### src/rtl/lsu_misalign_split.sv
// Splits byte/half/word core accesses at any alignment into one or two
// word-aligned downstream accesses and merges/extends load results.
`timescale 1ns/1ps
module lsu_misalign_split #(
  parameter int AW = 32
) (
  input  logic          clk_i,
  input  logic          rst_ni,
  input  logic          core_req_i,
  output logic          core_gnt_o,
  input  logic          core_we_i,
  input  logic [1:0]    core_size_i,
  input  logic          core_sext_i,
  input  logic [AW-1:0] core_addr_i,
  input  logic [31:0]   core_wdata_i,
  output logic          core_rvalid_o,
  output logic [31:0]   core_rdata_o,
  output logic          core_err_o,
  output logic          data_req_o,
  input  logic          data_gnt_i,
  input  logic          data_rvalid_i,
  output logic          data_we_o,
  output logic [AW-1:0] data_addr_o,
  output logic [3:0]    data_be_o,
  output logic [31:0]   data_wdata_o,
  input  logic [31:0]   data_rdata_i
);

  typedef enum logic [2:0] {IDLE, REQ1, WAIT1, REQ2, WAIT2} state_e;

  state_e      state;
  logic [1:0]  off_q;
  logic [1:0]  size_q;
  logic        sext_q;
  logic        split_q;
  logic [3:0]  be2_q;
  logic [31:0] wdata2_q;
  logic [31:0] lo_q;

  logic [7:0]  base_mask;
  logic [7:0]  req_mask;
  logic [63:0] req_wide;
  logic [63:0] req_lanes;

  // Byte-lane mask and shifted store data across the two candidate words.
  // NOTE: every variable gets a default before any branch so no latch is inferred.
  always_comb begin
    base_mask = 8'h0F;
    case (core_size_i)
      2'd0:    base_mask = 8'h01;
      2'd1:    base_mask = 8'h03;
      default: base_mask = 8'h0F;
    endcase
    req_mask = base_mask << core_addr_i[1:0];
    req_wide = {32'b0, core_wdata_i} << {core_addr_i[1:0], 3'b000};
    for (int i = 0; i < 8; i++) begin
      req_lanes[8*i +: 8] = req_wide[8*i +: 8] & {8{req_mask[i]}};
    end
  end

  assign core_gnt_o = core_req_i && (state == IDLE);

  function automatic logic [31:0] form_result(input logic [63:0] rd,
                                              input logic [1:0]  off,
                                              input logic [1:0]  size,
                                              input logic        sext);
    logic [31:0] sh;
    sh = rd[8*off +: 32];
    case (size)
      2'd0:    return {{24{sext & sh[7]}}, sh[7:0]};
      2'd1:    return {{16{sext & sh[15]}}, sh[15:0]};
      default: return sh;
    endcase
  endfunction

  // NOTE: sequential state uses non-blocking assignments so every register
  // samples pre-edge values regardless of statement order.
  always_ff @(posedge clk_i or negedge rst_ni) begin
    if (!rst_ni) begin
      state         <= IDLE;
      off_q         <= '0;
      size_q        <= '0;
      sext_q        <= 1'b0;
      split_q       <= 1'b0;
      be2_q         <= '0;
      wdata2_q      <= '0;
      lo_q          <= '0;
      core_rvalid_o <= 1'b0;
      core_err_o    <= 1'b0;
      core_rdata_o  <= '0;
      data_req_o    <= 1'b0;
      data_we_o     <= 1'b0;
      data_addr_o   <= '0;
      data_be_o     <= '0;
      data_wdata_o  <= '0;
    end else begin
      core_rvalid_o <= 1'b0;
      core_err_o    <= 1'b0;
      unique case (state)
        IDLE: begin
          if (core_req_i) begin
            off_q     <= core_addr_i[1:0];
            size_q    <= core_size_i;
            sext_q    <= core_sext_i;
            data_we_o <= core_we_i;
            if (core_size_i == 2'd3) begin
              core_rvalid_o <= 1'b1;
              core_err_o    <= 1'b1;
              core_rdata_o  <= '0;
            end else begin
              state        <= REQ1;
              data_req_o   <= 1'b1;
              data_addr_o  <= {core_addr_i[AW-1:2], 2'b00};
              data_be_o    <= req_mask[3:0];
              data_wdata_o <= req_lanes[31:0];
              be2_q        <= req_mask[7:4];
              wdata2_q     <= req_lanes[63:32];
              split_q      <= |req_mask[7:4];
            end
          end
        end
        REQ1: begin
          if (data_gnt_i) begin
            data_req_o <= 1'b0;
            state      <= WAIT1;
          end
        end
        WAIT1: begin
          if (data_rvalid_i) begin
            lo_q <= data_rdata_i;
            if (split_q) begin
              // Second word; address arithmetic wraps naturally at 2^AW.
              state        <= REQ2;
              data_req_o   <= 1'b1;
              data_addr_o  <= data_addr_o + AW'(4);
              data_be_o    <= be2_q;
              data_wdata_o <= wdata2_q;
            end else begin
              state         <= IDLE;
              core_rvalid_o <= 1'b1;
              core_rdata_o  <= data_we_o ? 32'b0 :
                               form_result({32'b0, data_rdata_i}, off_q, size_q, sext_q);
            end
          end
        end
        REQ2: begin
          if (data_gnt_i) begin
            data_req_o <= 1'b0;
            state      <= WAIT2;
          end
        end
        WAIT2: begin
          if (data_rvalid_i) begin
            state         <= IDLE;
            core_rvalid_o <= 1'b1;
            core_rdata_o  <= data_we_o ? 32'b0 :
                             form_result({data_rdata_i, lo_q}, off_q, size_q, sext_q);
          end
        end
        default: state <= IDLE;
      endcase
    end
  end

endmodule

### config.mk
export PLATFORM = sky130hd
export DESIGN_NAME = lsu_misalign_split
export DESIGN_NICKNAME = d
export VERILOG_FILES = /design/src/rtl/lsu_misalign_split.sv
export SDC_FILE = /design/constraint.sdc
export NUM_CORES = 1
export LEC_CHECK = 0
export CORE_ASPECT_RATIO = 1.5
export CORE_UTILIZATION = 47
export CTS_CLUSTER_DIAMETER = 50
export CTS_CLUSTER_SIZE = 24
export DETAILED_ROUTE_END_ITERATION = 10
export PLACE_DENSITY = 0.75
export RECOVER_POWER = 50
export SETUP_SLACK_MARGIN = 0.3
export SYNTH_ARGS = -nofsm -noshare
export SYNTH_HDL_FRONTEND = slang
export SYNTH_SLANG_ARGS = --single-unit
### constraint.sdc
create_clock -name clk_i -period 2.2 [get_ports clk_i]
set_input_delay 0.33 -clock clk_i [delete_from_list [all_inputs] [get_ports clk_i]]
set_output_delay 0.33 -clock clk_i [all_outputs]
set_load 0.05 [all_outputs]
==> impl_metrics.yaml <==
worst_setup_path:
  path_class: "reg2reg"
  arrival_ns: 2.54
  rrSetupSlack_ns: 0.03
  endpoint_kind: "flop"
  cp_max_fo: 26
  crit_slowest_cell: "or4b_4"
  start_kind: "flop"
  critical_path_required_ns: 2.57
  path_cells: "or4b_4 > clkinv_4 > nand3_4 > and2_4 > buf_12 > a2111oi_1 > a21oi_1 > nand3_2"
  max_stage_delay_ns: 0.59
drt:
  met2_length_um: 20100
  top_layer: "met4"
  drtIter0Drc: 1097
  routed_via_density: 6.52
  drt-total-wl_um: 39700
  ant_nets: 0
  drc: 0
  wl_per_cell_um: 24.0
  vias: 10800
  wl_met3_um: 3150
  drt-met1-wl_um: 13200
  firstDrtPassIters: 7
global_route:
  antenna_found_initial: 1
  gr-total-overflow: 0
  grt.total_usage: 0.361
  grt_pass1_wl_um: 57500
  grt_max_degree: 47
  grt_pass1_vias: 10500
cells_and_area:
  final_cells: 1651
  final_common_cell: "dfrtp_1"
  seqCellArea_sq_um: 4280
  layout.nets: 1483
  area_growth_syn_to_layout_pct: 60.9
  fillers: 1286
  drive_above_1_share: 0.307
  layout_common_cells: "dfrtp_1 (148), buf_4 (109), nor2_1 (106)"
  design_area_sq_um: 15300
  multi_input_area_sq_um: 5710
yosys:
  ys_seq_area_frac: 0.446
  syn-cell-area_sq_um: 9540
  ys_async_sr_fraction: 1.00
  yosys_warnings: 0
  synth-edff-count: 0
  synth-seq-cells: 170
  synthCells: 1035
  synth_cell_types: 65
  ys.flop_type: "dfrtp_1"
  syn_avg_cell_area_sq_um: 9.22
sta:
  finalHoldViolations: 0
  finalClockSkew_ns: 0.0130
  worstMarginPinSlew_ns: 1.33
  fin_crit_sh: 0.988
  hold_ws_ns: 0.439
  rsz0062_at_grt: "yes"
  slew_headroom: 0.114
  setup_viol: 0
  fmax_mhz: 460
  drv_slew: 0
  post-route-min-period_ns: 2.17
  worst_slack_ns: 0.0258
placement:
  io_buffers: 207
  placed_cells: 1528
  placed_area_sq_um: 12700
  dpl_worst_slack_ns: -0.525
  hpwl_um: 23700
  gp_congestion: 0.954
outcome:
  status: "complete, no violations"
run:
  cap_violations: 0
pwr:
  vdd_drop_max_v: 0.000992
  p_leak_nw: 6.80
  finalPower_mw: 24.7
  power_per_cell_area_nw_per_um2: 1610
clocking:
  clockBufferDepth: 2
  clock_sinks: 170
  cts_root_buffer: "clkbuf_16"
  htreeDepth: 4
  cts_tree: "yes"
  clk_pin_slew_ns: 0.07
  insertion_delay_ns: 0.44
  numCtsBuffers: 17
die:
  rows: 63
  core_region_area_sq_um: 19900
  die_area_sq_um: 20900
  dieWidth_um: 118
  die-height_um: 176
  pin_count: 210
  start_util: 0.480
worst_hold_path:
  min_path_type: "in2reg"
==> path summary, 6_finish.rpt <==
check,start,end,cells after the start
max,state[0],core_rdata_o[19],8
min,core_addr_i[2],data_addr_o[2],3
max reg2reg,state[0],core_rdata_o[19],8
min reg2reg,core_rdata_o[12],core_rdata_o[12],2
max in group asynchronous,rst_ni,wdata2_q[7],3
min in group asynchronous,rst_ni,lo_q[29],2
==> logic make-up after synthesis <==
logic type | Yosys count | share of synthesized area
mux | 125 | 0.138
other cells | 1 | 0.000393
buf+inv | 96 | 0.0424
compound gates | 338 | 0.230
flops | 170 | 0.446
fa+ha+maj | 1 | 0.00131
simple gates | 304 | 0.142
==> report_power, final <==
group          switching (mW)  internal [mW]
Clock                    1.38           1.65
Combinational            9.40           6.46
Sequential               1.25           4.55
==> area by class of cell <==
cell class,count,share of cell area
Tap cell,260,0.0212
Clock inverter,13,0.00864
Inverter,13,0.00367
Multi-Input combinational cell,770,0.372
Clock buffer,19,0.0295
Antenna cell,1,0.000163
Sequential cell,170,0.279
Timing Repair Buffer,405,0.286
==> metal layers <==
layer | global-route usage | up-vias
li1 | - | 4523
met1 | 0.389 | 5232
met2 | 0.639 | 782
met3 | 0.0552 | 227
met4 | 0.271 | 0
met5 | 0 | -
==> cells in the mapped netlist, drive strengths merged, types with 14 or more instances <==
master,number,area share
buf,25,0.014
nand2,104,0.041
nor2,114,0.045
a21oi,78,0.041
o22ai,14,0.0092
nand3,28,0.016
o21ai,102,0.054
mux2i,70,0.073
a221oi,27,0.025
a22o,26,0.024
dfrtp,170,0.45
mux2,55,0.065
a22oi,17,0.013
clkbuf,58,0.023
==> stage by stage <==
stage,util,setup TNS [ns]
after global routing,0.773,-0.228
after CTS,0.740,0
after detailed placement,0.638,-19.37
final,0.773,0
after floorplan,-,0
after global placement,0.638,-14.72
==> worst max-delay path: cells and delay by family (launching register included) <==
kind	cells	cell delay, ns
simple gates	4	0.96
compound gates	2	0.45
flops	1	0.41
buf+inv	2	0.26
==> state kept, by name, summed over array words and instances (netlist names), 2 cells and up <==
register      count
wdata2_q         24
be2_q             3
data_be_o         4
size_q            2
off_q             2
data_wdata_o     32
data_addr_o      30
lo_q             32
state             3
core_rdata_o     32
==> timing repair <==
action,CTS,global route
pin swaps,44,32
endpoints found under the hold margin,42,0
gates resized for setup,249,104
gates cloned,18,4
endpoints found under the setup margin,210,146
buffers inserted,46,21
hold buffers,1,0
Note: power is estimated with default switching activity, not from simulation.
